--- src/rtl/div32_pkg.sv ---
// div32_pkg: shared FSM state type and constants for the div32 divider.
package div32_pkg;
  typedef enum logic [1:0] {IDLE, RUN, DONE} div_state_e;
  localparam int DIV_DW = 32;
  localparam logic [63:0] DBZ_QUOTIENT = '1;
endpackage

--- src/rtl/div32_step.sv ---
// div_step: one restoring-division iteration (trial subtract, keep or restore).
module div_step #(
  parameter int DW = 32
) (
  input  logic [DW-1:0] r,
  input  logic          q_in,
  input  logic [DW-1:0] d,
  output logic [DW-1:0] r_next,
  output logic          q_bit
);
  logic [DW:0] t;
  always_comb begin
    t      = {r, q_in} - {1'b0, d};
    q_bit  = ~t[DW];
    r_next = q_bit ? t[DW-1:0] : {r[DW-2:0], q_in};
  end
endmodule

--- src/rtl/div32.sv ---
// div32: sequential radix-2 restoring divider, one quotient bit per clock.
// Optional two's-complement mode when DIV32_SIGNED_EN is defined.
module div32
  import div32_pkg::*;
#(
  parameter int DW = DIV_DW
) (
  input  logic          clk,
  input  logic          rst_n,
  input  logic          start,
  input  logic [DW-1:0] dividend,
  input  logic [DW-1:0] divisor,
`ifdef DIV32_SIGNED_EN
  input  logic          signed_op,
`endif
  output logic          busy,
  output logic          done,
  output logic [DW-1:0] quotient,
  output logic [DW-1:0] remainder,
  output logic          dbz
);
  localparam int CW = $clog2(DW) + 1;
  div_state_e state_q, state_d;
  logic [CW-1:0] cnt_q, cnt_d;
  logic [DW-1:0] r_q, r_d, q_q, q_d, d_q, d_d, quo_q, quo_d, rem_q, rem_d;
  logic [DW-1:0] r_nx, a_mag, b_mag, q_fin;
  logic          dbz_q, dbz_d, done_q, done_d, q_bit, accept;
`ifdef DIV32_SIGNED_EN
  logic          qneg_q, qneg_d, rneg_q, rneg_d, a_neg, b_neg;
`endif

  div_step #(.DW(DW)) u_step (
    .r(r_q), .q_in(q_q[DW-1]), .d(d_q), .r_next(r_nx), .q_bit(q_bit)
  );

  always_ff @(posedge clk or negedge rst_n)
    if (!rst_n) state_q <= IDLE;
    else        state_q <= state_d;

  always_comb begin
    state_d = state_q;
    if (state_q == IDLE && start)             state_d = (divisor == '0) ? DONE : RUN;
    else if (state_q == RUN && cnt_q == CW'(1)) state_d = DONE;
    else if (state_q == DONE)                 state_d = IDLE;
  end

  always_comb begin
    busy   = state_q != IDLE;
    done_d = state_q == DONE;
  end

  always_comb begin
    accept = state_q == IDLE && start;
    q_fin  = {q_q[DW-2:0], q_bit};
`ifdef DIV32_SIGNED_EN
    a_neg  = signed_op & dividend[DW-1];
    b_neg  = signed_op & divisor[DW-1];
    a_mag  = a_neg ? -dividend : dividend;
    b_mag  = b_neg ? -divisor : divisor;
    qneg_d = qneg_q;
    rneg_d = rneg_q;
`else
    a_mag  = dividend;
    b_mag  = divisor;
`endif
    r_d    = r_q;
    q_d    = q_q;
    d_d    = d_q;
    cnt_d  = cnt_q;
    quo_d  = quo_q;
    rem_d  = rem_q;
    dbz_d  = dbz_q;
    if (accept && divisor == '0) begin
      quo_d = DW'(DBZ_QUOTIENT);
      rem_d = dividend;
      dbz_d = 1'b1;
    end else if (accept) begin
      r_d   = '0;
      q_d   = a_mag;
      d_d   = b_mag;
      dbz_d = 1'b0;
      cnt_d = CW'(DW);
`ifdef DIV32_SIGNED_EN
      qneg_d = a_neg ^ b_neg;
      rneg_d = a_neg;
`endif
    end else if (state_q == RUN) begin
      r_d   = r_nx;
      q_d   = q_fin;
      cnt_d = cnt_q - CW'(1);
      if (cnt_q == CW'(1)) begin
`ifdef DIV32_SIGNED_EN
        quo_d = qneg_q ? -q_fin : q_fin;
        rem_d = rneg_q ? -r_nx : r_nx;
`else
        quo_d = q_fin;
        rem_d = r_nx;
`endif
      end
    end
  end

  always_ff @(posedge clk or negedge rst_n)
    if (!rst_n) begin
      cnt_q  <= '0;
      r_q    <= '0;
      q_q    <= '0;
      d_q    <= '0;
      quo_q  <= '0;
      rem_q  <= '0;
      dbz_q  <= 1'b0;
      done_q <= 1'b0;
`ifdef DIV32_SIGNED_EN
      qneg_q <= 1'b0;
      rneg_q <= 1'b0;
`endif
    end else begin
      cnt_q  <= cnt_d;
      r_q    <= r_d;
      q_q    <= q_d;
      d_q    <= d_d;
      quo_q  <= quo_d;
      rem_q  <= rem_d;
      dbz_q  <= dbz_d;
      done_q <= done_d;
`ifdef DIV32_SIGNED_EN
      qneg_q <= qneg_d;
      rneg_q <= rneg_d;
`endif
    end

  always_comb begin
    done      = done_q;
    quotient  = quo_q;
    remainder = rem_q;
    dbz       = dbz_q;
  end
endmodule

--- config.mk ---
export PLATFORM = sky130hd
export DESIGN_NAME = div32
export DESIGN_NICKNAME = d
export VERILOG_FILES = /design/src/rtl/div32_pkg.sv /design/src/rtl/div32_step.sv /design/src/rtl/div32.sv
export SDC_FILE = /design/constraint.sdc
export NUM_CORES = 1
export LEC_CHECK = 0
export ABC_AREA = 0
export ABC_CLOCK_PERIOD_IN_PS = 4200
export CORE_MARGIN = 2
export CORE_UTILIZATION = 55
export DETAILED_ROUTE_END_ITERATION = 16
export PLACE_DENSITY_LB_ADDON = 0.15
export SLEW_MARGIN = 20
export SYNTH_ARGS = -nofsm -noshare
export SYNTH_HDL_FRONTEND = slang
export SYNTH_SLANG_ARGS = --single-unit
--- constraint.sdc ---
create_clock -name clk -period 4.2 [get_ports clk]
set_input_delay 0.84 -clock clk [delete_from_list [all_inputs] [get_ports clk]]
set_output_delay 0.84 -clock clk [all_outputs]
set_load 0.1 [all_outputs]
### Word level (Yosys, flattened, before mapping)

Index checks and enable logic that the tools add are counted.
W data, S select, Z words.

* $add $sub $neg: 2
* eq/ne operators: 4
* multiplexer cells: 21
* bitwise operators: 2
* reduce and logical (&&, ||, !) cells: 14

Operators by type and width (number)
* $mux W32: 13
* $sub A33 B32 Y33: 1
* $logic_not A32 Y1: 1
* $mux W6: 2
* $reduce_bool A2 Y1: 5
* $mux W2: 4
* $eq A6 B1 Y1 const B: 1
* $sub A6 B1 Y6 const B: 1
* $reduce_and A2 Y1: 2
* $logic_and A1 B1 Y1: 3
* $reduce_and A3 Y1: 1
* $reduce_bool A3 Y1: 1
* $eq A2 B1 Y1 const B: 1
* $eq A2 B2 Y1 const B: 1
* $logic_not A2 Y1: 1
* $mux W1: 2
* $ne A2 B1 Y1 const B: 1
* $not A1 Y1: 2

* register bits after elaboration: 170
* input port bits: 67
* logic and storage cells: 52

### Longest topological paths before layout

Gate-level depths: netlist of run 1.

* word-level depth: 6
* depth in mapped cells: 13
* mapped depth without buffers: 12

### Modules after synthesis

From an unflattened synthesis of run 1, not the netlist that was laid out.

* cells, all modules: 1039
* area total of the unflattened synthesis: 9775.6 µm²

By module, submodules not included
* div32: instances 1, cells an instance 734, area an instance 7417.1 µm²
* div_step: instances 1, cells an instance 305, area an instance 2358.5 µm²

### Least setup slack after synthesis of run 1

Ideal clock, no wire load.

* path kind: reg2reg
* start point: register r_q[11]
* end point: register r_q[2]
* setup time: 0.134 ns
* arrival time: 3.121 ns
* data required time: 4.066 ns
* slack: 0.945 ns
* stages on the path, launching flop included: 13
* path buffers: 3
* clock period less this slack: 3.255 ns
* cell sequence: dfrtp_1 ha_1 buf_2 nand4_2 or4_1 a211o_1 a2111o_1 and3_1 or3_1 buf_6 buf_6 a21oi_2 o22ai_2

* cells in the longest elaborated chain, start to end: 4

Ends and longest elaborated chain
* start, declared: RTL line div32.sv:25 `logic [DW-1:0] r_q, r_d, q_q, q_d, d_q, d_d, quo_q, quo_d, rem_q, rem_d;`
* start signal, assigned: RTL line div32.sv:119 `r_q <= r_d;`
* $sub A33 B32 Y33: RTL line div32_step.sv:13 `t = {r, q_in} - {1'b0, d};`
* $mux W32: RTL line div32_step.sv:15 `r_next = q_bit ? t[DW-1:0] : {r[DW-2:0], q_in};`
* $mux W32: RTL line div32.sv:87 `end else if (state_q == RUN) begin`
* $mux W32: RTL line div32.sv:77 `end else if (accept) begin`

No other way between the ends. The select of a mux whose other input is x is not followed.
A chain may end at the register's enable or synchronous reset.

### Worst setup path after layout of run 1

Same ends and word-level chain as after synthesis.

==> impl_metrics.yaml, run 1 <==
cts:
  cts_tree: "yes"
  clockBufferDepth: 2
  cts_sinks: 170
  cts_buffers: 17
  post_cts_resize_count: 0
  clk_pin_slew_ps: 70
  h-tree-depth: 4
  clk_latency_ps: 430
  hold_buffers: 0
  cts_root_buf: "clkbuf_16"
  cts_setup_buffers: 0
die:
  die_y_um: 131
  start_util_pct: 56.1
  rows: 46
  die_area_um2: 17200
  io_pins: 134
  die_w_um: 131
  coreArea_um2: 15800
sta:
  finalCritPeriodShare_pct: 91.5
  finalSetupViolations: 0
  max_clock_freq_mhz: 260
  hold_violations: 0
  period_minus_slack_ps: 3840
  rsz0062_at_grt: "false"
  slew_headroom_pct: 30.7
  setup_tns_ps: 0
  finalMaxSlewViolations: 0
  worstMarginPinSlew_ps: 1040
  finClkSkew_ps: 10.7
worst_setup_path:
  path_class: "flip-flop to flip-flop"
  crit_fanout: 17
  worst_setup_path_start_kind: "flip-flop"
  endpoint_kind: "flip-flop"
  arrival_ps: 4190
  cp.required_ps: 4540
drt:
  drt_iter0_drc: 716
  drc: 0
  wl_per_cell_um: 17.0
  dr.pass1.iters: 6
  finalWirelength_um: 22500
  vias_per_cell: 5.75
  num_vias: 7608
  route.antenna.remaining_nets: 0
grt:
  antenna_found_initial: 0
  grt_pass1_vias: 7200
  grt_pass1_wl_um: 36700
  overflow: 0
  grt_max_degree: 97
  grt_usage_pct: 27.4
synth:
  yosysWarnings: 0
  async_flop_share_pct: 100
  yosys_register_bits: 170
  synth_top_area_cell: "dfrtp_1"
  synth_ff_type: "dfrtp_1"
  syn_nets: 1085
  yosys-top-cells-area: "dfrtp_1 48%, nand2_1 6.7%, ha_1 4.8%"
  synth_edf_count: 0
  ys_seq_area_share_pct: 47.9
  synth_top_area_share_pct: 47.9
  synth_area_um2: 8880
  ys_types: 58
  avgSynthCellArea_um2: 9.04
  netlist_instances: 983
finish:
  layout-drive-gt1-share_pct: 6.68
  multi_input_area_um2: 4240
  antenna_cells: 0
  final_common_cell: "dfrtp_1"
  mostFrequentLayoutCells: "170 x dfrtp_1, 158 x nand2_1, 132 x clkdlybuf4s50_1, 92 x nor2_1, 83 x o21ai_0"
  synthToLayoutAreaGrowth_pct: 23.8
  n_fill_cell: 1267
  layout.nets: 1196
  regArea_um2: 4250
pwr:
  p_leak_nw: 4.94
  power.density_nw_per_um2: 341
  vdd_drop_max_uv: 311
  power_w: 0.00375
flow_run:
  drv_cap: 0
worst_hold_path:
  hold_path.class: "input port to async pin"
status:
  status: "finished clean"
place:
  hpwlAfterDp_um: 16200
  globalplace.congestion: 0.897
  portBuffers: 133
## report_power, final
group          internal, W  switching, W
registers          0.00167     0.0000204
clock network     0.000812      0.000736
logic             0.000211      0.000296
## Yosys cell counts (4+ instances only)
cell      instances
nand4_1           7
nand2_1         158
o21ai_0          83
a31oi_1           8
inv_1            40
o21a_1            4
and3_1            9
nor2b_1           9
clkbuf_1         53
nand3_1           6
a22oi_1          50
nor4_1            9
a21oi_2           7
nor3_1            9
a21oi_1          69
ha_1             34
o211ai_1          4
o21ai_1          17
a21o_1           12
xor2_1           12
dfrtp_1         170
nor2_1           93
o22ai_1          24
xnor2_1          18
mux2i_1          28
## metal layers
layer | GRT usage, % | routed length [um] | vias to the layer above
met5 | 0 | 0 | -
met4 | 6.26 | 260 | 0
met3 | 5.07 | 1490 | 33
met2 | 40.0 | 9730 | 281
met1 | 42.7 | 11000 | 3613
li1 | - | - | 3681
## kinds of logic after synthesis
| group | after synthesis | share of synthesized area, % |
|---|---|---|
| AO/OA/AOI/OAI | 301 | 20.7 |
| XOR/XNOR | 30 | 2.96 |
| adder cells (fa/ha/maj) | 35 | 5.01 |
| buffers and inverters | 100 | 4.70 |
| flip-flops | 170 | 47.9 |
| multiplexers | 29 | 3.28 |
| AND/OR/NAND/NOR | 318 | 15.4 |
## path summary, 6_finish.rpt
path	slack (ps)	cells after the start	from	endpoint
min	510	1	rst_n	d_q[10]
min in group clk	510	2	q_q[1]	q_q[1]
max in group asynchronous	2810	2	rst_n	r_q[22]
max reg2reg	360	10	r_q[11]	r_q[2]
max	360	10	r_q[11]	r_q[2]
min reg2reg	510	2	q_q[1]	q_q[1]
## area by class of cell
class,count,share of cell area (%)
Multi-Input combinational cell,713,38.5
Clock inverter,14,1.37
Sequential cell,170,38.7
Timing Repair Buffer,152,13.6
Tap cell,216,2.46
Clock buffer,18,3.99
Inverter,40,1.37
## per-stage QoR
stage,util [%],hold slack [ps],setup slack [ps],area (um2),std cells
2_1_floorplan,-,466,945,8880,983
3_3_place_gp,65.8,486,501,10400,1291
3_5_place_dp,65.8,489,401,10400,1291
4_1_cts,69.5,507,374,11000,1323
5_1_grt,69.5,540,110,11000,1323
6_report,69.5,508,355,11000,1323
## worst max-delay path, stage by stage (launching register included)
cell and delay, ps:
dfrtp_1 400, ha_1 430, nand4_2 210, or4_1 500
a211o_1 280, a2111o_1 430, and3_1 220, or3_1 700
nor3_2 350, a21oi_2 70, o22ai_2 170
## flip-flops by register name, indices dropped and copies added (netlist names)
| register | count |
|---|---|
| remainder | 32 |
| r_q | 32 |
| q_q | 32 |
| dbz | 1 |
| d_q | 32 |
| cnt_q | 6 |
| done | 1 |
| quotient | 32 |
| state_q | 2 |
Power figures use the tool's default switching activity.
==> run 2, diff against run 1 <==
CAP_MARGIN = 20   (was unset)
MAX_ROUTING_LAYER = met4   (was unset)
==> impl_metrics.yaml, run 2 (same netlist as run 1, synthesis figures left out) <==
pwr:
  p_leak_nw: 4.94
  power.density_nw_per_um2: 348
  vdd_drop_max_uv: 265
sta:
  fin_hold_ws_ps: 446
  worstMarginPinSlew_ps: 1040
  finClkSkew_ps: 5.97
  max_clock_freq_mhz: 261
  setup_tns_ps: 0
  finalSetupViolations: 0
  rsz0062_at_grt: "false"
  hold_violations: 0
  finalMaxSlewViolations: 0
  finalCritPeriodShare_pct: 91.1
  slew_headroom_pct: 30.5
  period_minus_slack_ps: 3830
die:
  coreArea_um2: 15800
  die_w_um: 131
  start_util_pct: 56.1
  die_area_um2: 17200
  die_y_um: 131
  io_pins: 134
  rows: 46
grt:
  grt_usage_pct: 28.2
  grt_pass1_wl_um: 36500
  grt_max_degree: 83
  overflow: 0
  antenna_found_initial: 0
  grt_pass1_vias: 7092
worst_setup_path:
  max_stage_delay_ps: 700
  worst_setup_path_start_kind: "flip-flop"
  cp_slowest_cell: "or3_1"
  path_buf_inv: 0
  arrival_ps: 4170
  crit_fanout: 17
  crit_chain: "ha_1 > nand4_2 > or4_1 > a211o_1 > a2111o_1 > and3_1 > or3_1 > nor3_2 > a21oi_2 > o21ai_1"
  critical_path.startpoint: "r_q[11]"
  endpoint_kind: "flip-flop"
  cp_top_family: "simple AND/OR/NAND/NOR gates"
  cp.required_ps: 4540
  path_class: "flip-flop to flip-flop"
  r2r-start: "r_q[11]"
finish:
  layout.nets: 1196
  synthToLayoutAreaGrowth_pct: 24.1
  mostFrequentLayoutCells: "170 x dfrtp_1, 158 x nand2_1, 132 x clkdlybuf4s50_1, 92 x nor2_1, 83 x o21ai_0"
  antenna_cells: 0
  fin_area_um2: 11000
  utilization_pct: 69.6
  instances_no_fill: 1322
  final_common_cell: "dfrtp_1"
  layout-drive-gt1-share_pct: 6.60
drt:
  route.antenna.remaining_nets: 0
  drt_iter0_drc: 565
  drc: 0
  dr.pass1.iters: 5
  finalWirelength_um: 22600
  wl_per_cell_um: 17.1
  num_vias: 7643
  vias_per_cell: 5.78
cts:
  cts_sinks: 170
  clk_pin_slew_ps: 70
  clk_latency_ps: 430
  cts_setup_buffers: 0
  h-tree-depth: 4
  clockBufferDepth: 2
  post_cts_resize_count: 0
  cts_buffers: 17
  cts_root_buf: "clkbuf_16"
  cts_tree: "yes"
  hold_buffers: 0
status:
  status: "finished clean"
place:
  globalplace.congestion: 0.911
  portBuffers: 133
  postPlaceCellArea_um2: 10400
  dp_cells: 1291
  hpwlAfterDp_um: 16300
worst_hold_path:
  hold_path.class: "input port to async pin"
flow_run:
  drv_cap: 0
==> run 2: cell types whose count changed in the layout (fill, tap and decap cells not counted), moves of 2 or more <==
cell        delta
bufinv_16      +3
clkinv_4       -4
clkinv_8       -2
inv_6          +2
inv_8          -3
clkinvlp_4     +3
==> run 2: worst paths after layout <==
check / to / slack, ps / depth (start not counted)
setup / recovery: remainder[25] / 370 / 10
hold / removal: d_q[11] / 450 / 1
min in group clk: remainder[12] / 510 / 2
setup reg to reg: remainder[25] / 370 / 10
max in group asynchronous: q_q[30] / 2890 / 2
hold reg to reg: remainder[12] / 510 / 2
==> run 2: per-stage QoR <==
stage	setup slack (ps)	power [W]
floorplan	945	0.00203
global placement	509	0.00222
detailed placement	402	0.00222
CTS	377	0.00385
global route	121	0.00399
finish	372	0.00384
==> run 2: area by class of cell <==
| cell class | instances | area (um2) |
|---|---|---|
| well taps | 216 | 270 |
| clock buffers | 17 | 425 |
| flip-flops and latches | 170 | 4250 |
| fillers | 1274 | 4810 |
| clock inverters | 14 | 184 |
| inverters | 40 | 150 |
| multi-input cells | 713 | 4240 |
| repair buffers | 152 | 1500 |
==> run 2: where the power goes <==
part / total (W) / internal, W / switching, W
Clock: 0.00164 / 0.000949 / 0.000691
Combinational: 0.000504 / 0.000211 / 0.000292
Sequential: 0.00169 / 0.00167 / 0.0000205
Total: 0.00384 / 0.00283 / 0.00100
==> run 2: metal layers <==
layer	wire, um	up-vias	GRT usage [%]
met5	0	-	-
met2	9980	278	40.8
li1	-	3686	-
met3	1520	33	4.02
met4	334	0	7.57
met1	10800	3646	42.0
==> run 3, diff against run 2 <==
TNS_END_PERCENT = 10   (was unset)
==> results of run 3 <==
The final DEF is identical to that of run 2; final timing and power are the same.
